$ cat src/rtl/dmem_port_arbiter.sv
// Shares the single-port data memory between the CPU MEM stage and the debug
// reader: the CPU has priority, and a starvation counter force-grants debug.
module dmem_port_arbiter #(
  parameter int unsigned ADDR_W   = 6,
  parameter int unsigned DATA_W   = 64,
  parameter int unsigned MAX_WAIT = 4
) (
  input  logic              clk,
  input  logic              reset,
  input  logic              cpu_req,
  input  logic              cpu_we,
  input  logic [ADDR_W-1:0] cpu_addr,
  input  logic [DATA_W-1:0] cpu_wdata,
  output logic              cpu_stall,
  output logic              cpu_rvalid,
  output logic [DATA_W-1:0] cpu_rdata,
  input  logic              dbg_req,
  input  logic [ADDR_W-1:0] dbg_addr,
  output logic              dbg_gnt,
  output logic              dbg_rvalid,
  output logic [DATA_W-1:0] dbg_rdata,
  output logic              mem_en,
  output logic              mem_we,
  output logic [ADDR_W-1:0] mem_addr,
  output logic [DATA_W-1:0] mem_wdata,
  input  logic [DATA_W-1:0] mem_rdata,
  output logic [DATA_W-1:0] write_data_out,
  output logic              dm_write_enable_out
);

  localparam logic [3:0] LP_MAX_WAIT = 4'(MAX_WAIT);

  typedef enum logic [1:0] {IDLE, RD_CPU, RD_DBG} state_t;

  state_t            r_state, w_state_nxt;
  logic [3:0]        r_starve_cnt;
  logic [DATA_W-1:0] r_cpu_hold, r_dbg_hold, r_wdata_obs;
  logic              r_we_obs;
  logic              w_force_dbg, w_cpu_gnt, w_dbg_gnt;

  // Grants are masked while reset is held so every output reads 0 at once.
  always_comb begin
    w_force_dbg = dbg_req && (r_starve_cnt == LP_MAX_WAIT);
    w_dbg_gnt   = !reset && (w_force_dbg || (!cpu_req && dbg_req));
    w_cpu_gnt   = !reset && cpu_req && !w_force_dbg;
    cpu_stall   = !reset && cpu_req && !w_cpu_gnt;
    dbg_gnt     = w_dbg_gnt;
  end

  always_comb begin
    mem_en    = 1'b0;
    mem_we    = 1'b0;
    mem_addr  = '0;
    mem_wdata = '0;
    if (w_cpu_gnt) begin
      mem_en    = 1'b1;
      mem_we    = cpu_we;
      mem_addr  = cpu_addr;
      mem_wdata = cpu_wdata;
    end else if (w_dbg_gnt) begin
      mem_en   = 1'b1;
      mem_addr = dbg_addr;
    end
  end

  always_comb begin
    w_state_nxt = IDLE;
    if (w_cpu_gnt && !cpu_we) w_state_nxt = RD_CPU;
    else if (w_dbg_gnt)       w_state_nxt = RD_DBG;
  end

  always_comb begin
    cpu_rvalid = (r_state == RD_CPU);
    dbg_rvalid = (r_state == RD_DBG);
    cpu_rdata  = cpu_rvalid ? mem_rdata : r_cpu_hold;
    dbg_rdata  = dbg_rvalid ? mem_rdata : r_dbg_hold;
  end

  always_ff @(posedge clk or posedge reset) begin
    if (reset) begin
      r_state      <= IDLE;
      r_starve_cnt <= '0;
      r_cpu_hold   <= '0;
      r_dbg_hold   <= '0;
      r_wdata_obs  <= '0;
      r_we_obs     <= 1'b0;
    end else begin
      r_state <= w_state_nxt;
      if (!dbg_req || w_dbg_gnt)            r_starve_cnt <= '0;
      else if (r_starve_cnt != LP_MAX_WAIT) r_starve_cnt <= r_starve_cnt + 4'd1;
      if (r_state == RD_CPU) r_cpu_hold <= mem_rdata;
      if (r_state == RD_DBG) r_dbg_hold <= mem_rdata;
      r_we_obs <= w_cpu_gnt && cpu_we;
      if (w_cpu_gnt && cpu_we) r_wdata_obs <= cpu_wdata;
    end
  end

  assign write_data_out      = r_wdata_obs;
  assign dm_write_enable_out = r_we_obs;

endmodule

$ cat config.mk
export PLATFORM = sky130hd
export DESIGN_NAME = dmem_port_arbiter
export DESIGN_NICKNAME = d
export VERILOG_FILES = /design/src/rtl/dmem_port_arbiter.sv
export SDC_FILE = /design/constraint.sdc
export NUM_CORES = 1
export LEC_CHECK = 0
export ABC_CLOCK_PERIOD_IN_PS = 19300
export BUFFER_PORTS_ARGS = -buffer_cell sky130_fd_sc_hd__clkbuf_2
export CORE_AREA = 2 2 162 164
export DETAILED_ROUTE_END_ITERATION = 10
export DIE_AREA = 0 0 164 166
export PLACE_DENSITY = 0.66
export SETUP_SLACK_MARGIN = 0.15
export SYNTH_ARGS = -nofsm -noshare
export SYNTH_HDL_FRONTEND = slang
export SYNTH_SLANG_ARGS = --single-unit
$ cat constraint.sdc
create_clock -name clk -period 19.3 [get_ports clk]
set_input_delay 5.79 -clock clk [delete_from_list [all_inputs] [get_ports clk]]
set_output_delay 5.79 -clock clk [all_outputs]
set_load 0.03 [all_outputs]
==> key figures <==
Status
  – Outcome: finished clean

Final layout
  – Number of fillers in the final layout: 2,431
  – Commonest cells after routing, fill and taps aside: 413 x clkbuf_2, 199 x dfrtp_1, 143 x mux2_2
  – N_diodes: 0
  – Share of cells above drive strength 1: 63.35%
  – Final Net Count: 1,078
  – Area delta synth->final: 37.82%
  – Commonest non-fill, non-tap cell in the layout: clkbuf_2

Synth
  – Sequential share of the synthesized area: 62.43%
  – Cell accounting for the most synthesized area: dfrtp_1
  – YS warnings: 0
  – Post-Synthesis Cells: 522
  – Top post-synthesis cells by area: dfrtp_1 62%, mux2_2 20%, mux2_1 6.9%
  – Share of the synthesized area in the top cell type: 62.43%
  – #FFs+latches synth: 199
  – Synth unique cells: 25
  – Syn Nets: 669
  – Post-synthesis cell area: 7976 um^2
  – Syn Area/Cell: 15.28 um^2

Detailed routing
  – DR iter-0 viols: 240
  – Drt first pass iters: 4
  – Drt wl/cell: 16.15 um
  – DRC: 0
  – Final ANT Viol Nets: 0
  – Routed length on met2: 10.56 mm
  – Via-to-Cell Ratio: 4.408
  – Vias: 5,638
  – Detail Route met3 WL: 1.461 mm
  – Drt total wl: 20.65 mm
  – Max Used Layer: met4
  – Met1 Wirelength: 8.014 mm

Power and ir drop
  – Overall Power: 1.368 mW
  – PD cells: 124.4 nW/um^2
  – LEAKAGE: 5.492 nW
  – Peak supply drop: 0.05683 mV

Clocking
  – CTS Buf Count: 17
  – CTS sink cnt: 199
  – CTS tree: done
  – H-tree depth: 4
  – Post-cts sizing count: 0
  – Clk buf depth: 2
  – Hold buffers post-CTS: 0
  – Postcts setup bufs: 0
  – Clk_lat worst skew: 0.42 ns
  – Worst-path clk slew: 0.07 ns
  – CTS root buf: clkbuf_16

Placed design
  – Port bufs: 413
  – GPL Wtd Cong: 0.8275
  – Dpl hpwl: 15.36 mm

Min path
  – Worst hold path type: register to register
  – Hold_sp: write_data_out[16]
  – Hold Path Stages: 1

GRT
  – Global Route Usage Sum: 14.90%
  – Initial antenna violation count: 0
  – Vias in the first global route: 5,807
  – First-pass GRT wire length: 31.55 mm
  – Congestion Overflow GR: 0
  – Pin count of the biggest net entering global routing: 132

STA
  – TNS Setup: 0 ns
  – Final Max Tran Viols: 0
  – Rel. slew slack: 36.42%
  – RSZ-0062 raised after global routing: no
  – Endpoints failing setup: 0
  – Min Hold Slack: 0.4854 ns
  – Min Tclk post-route: 13.07 ns
  – Fin crit share: 67.74%
  – Fin. Hold Viols: 0
  – Slew @ Worst Pin: 0.9537 ns
  – Max Freq: 76.49 MHz
  – Clock skew: 0.01075 ns

Floorplanning
  – Die area: 27,220 um^2
  – Initial core utilization: 31.14%
  – Die W: 164 um
  – Die height: 166 um
  – # IOs: 414
  – Site row count: 59
  – Core box area: 25,620 um^2

Setup path
  – Critical Path Most Common Cell: clkbuf_2
  – CP max stage cell: a21oi_4
  – Worst Path Class, Setup: input pin to output port
  – Critical path origin: reset
  – R2R cell count: 6
  – CP max stage delay: 0.42 ns
  – Reg2reg start: r_starve_cnt[0]
  – Crit. End Element: output port
  – Top delay family on crit path: buffers and inverters
  – Crit-path cells: clkbuf_2 -> nand2b_1 -> a21oi_4 -> buf_12 -> and2_1 -> clkbuf_2
  – Levels on crit path: 6
  – Crit path buffers/inverters: 3
  – Max FO, Critical Path: 53
  – Crit path launch type: input pin
  – CP required: 13.51 ns
  – CP arrival: 7.28 ns

Flow run
  – MaxCap Viol Count: 0
-- stage by stage --
| stage | std cells | setup slack (ns) | area [um^2] | util (%) |
|---|---|---|---|---|
| after global placement | 1246 | 5.889 | 10360 | 40.44 |
| after detailed placement | 1246 | 5.812 | 10360 | 40.44 |
| final | 1279 | 6.227 | 10990 | 42.92 |
| after floorplan | 522 | 6.721 | 7976 | - |
| after CTS | 1278 | 5.806 | 10970 | 42.84 |
| after global routing | 1279 | 6.098 | 10990 | 42.92 |
-- cell type report --
| cell class | count | area [um^2] | area share (%) |
|---|---|---|---|
| timing repair buffer | 418 | 2117 | 19.26 |
| clock buffer | 18 | 429.2 | 3.904 |
| sequential | 199 | 4980 | 45.30 |
| multi-input combinational | 288 | 2829 | 25.73 |
| inverter | 7 | 33.78 | 0.3073 |
| clock inverter | 14 | 185.2 | 1.685 |
| tap | 335 | 419.2 | 3.813 |
-- worst paths after layout --
kind / endpoint / slack [ns]
worst max-delay path: mem_wdata[13] / 6.23
worst min-delay path: write_data_out[16] / 0.49
worst max register to register: write_data_out[24] / 16.79
worst min register to register: write_data_out[16] / 0.49
max in group asynchronous: r_dbg_hold[14] / 12.26
min in group asynchronous: r_starve_cnt[1] / 5.59
-- power breakdown --
group,total [mW],internal (mW),switching [mW]
logic,0.465,0.146,0.319
registers,0.535,0.507,0.0286
clock network,0.367,0.198,0.169
total,1.37,0.851,0.516
-- state kept, by name, summed over array words and instances, names as in the netlist --
register	cells
r_state	2
write_data_out	64
r_dbg_hold	64
dm_write_enable_out	1
r_cpu_hold	64
r_starve_cnt	4
-- cells by family (layout without fill, tap and decap cells) --
| kind of cell | after synthesis | after routing | share of synthesized area [%] |
|---|---|---|---|
| AO/OA/AOI/OAI | 16 | 16 | 1.584 |
| XOR/XNOR | 2 | 2 | 0.2196 |
| adder cells (fa/ha/maj) | 2 | 2 | 0.3137 |
| buffers and inverters | 35 | 457 | 2.416 |
| flip-flops | 199 | 199 | 62.43 |
| multiplexers | 192 | 192 | 27.11 |
| AND/OR/NAND/NOR | 76 | 76 | 5.929 |
-- layer usage --
metal,global-route usage [%],up-vias
met3,4.346,35
met2,26.65,248
met4,5.378,0
met1,16.70,2736
met5,0,-
li1,-,2619
-- synth_stat cells --
cell	number
o21ai_0	1
a211oi_2	1
mux2_2	143
a21oi_2	2
a22o_1	6
o211ai_1	1
nor3_1	2
nand3_1	3
nand3b_1	1
nand2b_1	3
dfrtp_1	199
xnor2_1	1
buf_2	13
and2_1	65
buf_6	6
nor2b_1	1
o32ai_1	1
mux2_1	49
inv_1	7
and3b_1	1
clkbuf_1	9
xor2_1	1
a211oi_1	1
ha_1	2
a21oi_1	3
Power figures use the tool's default switching activity.
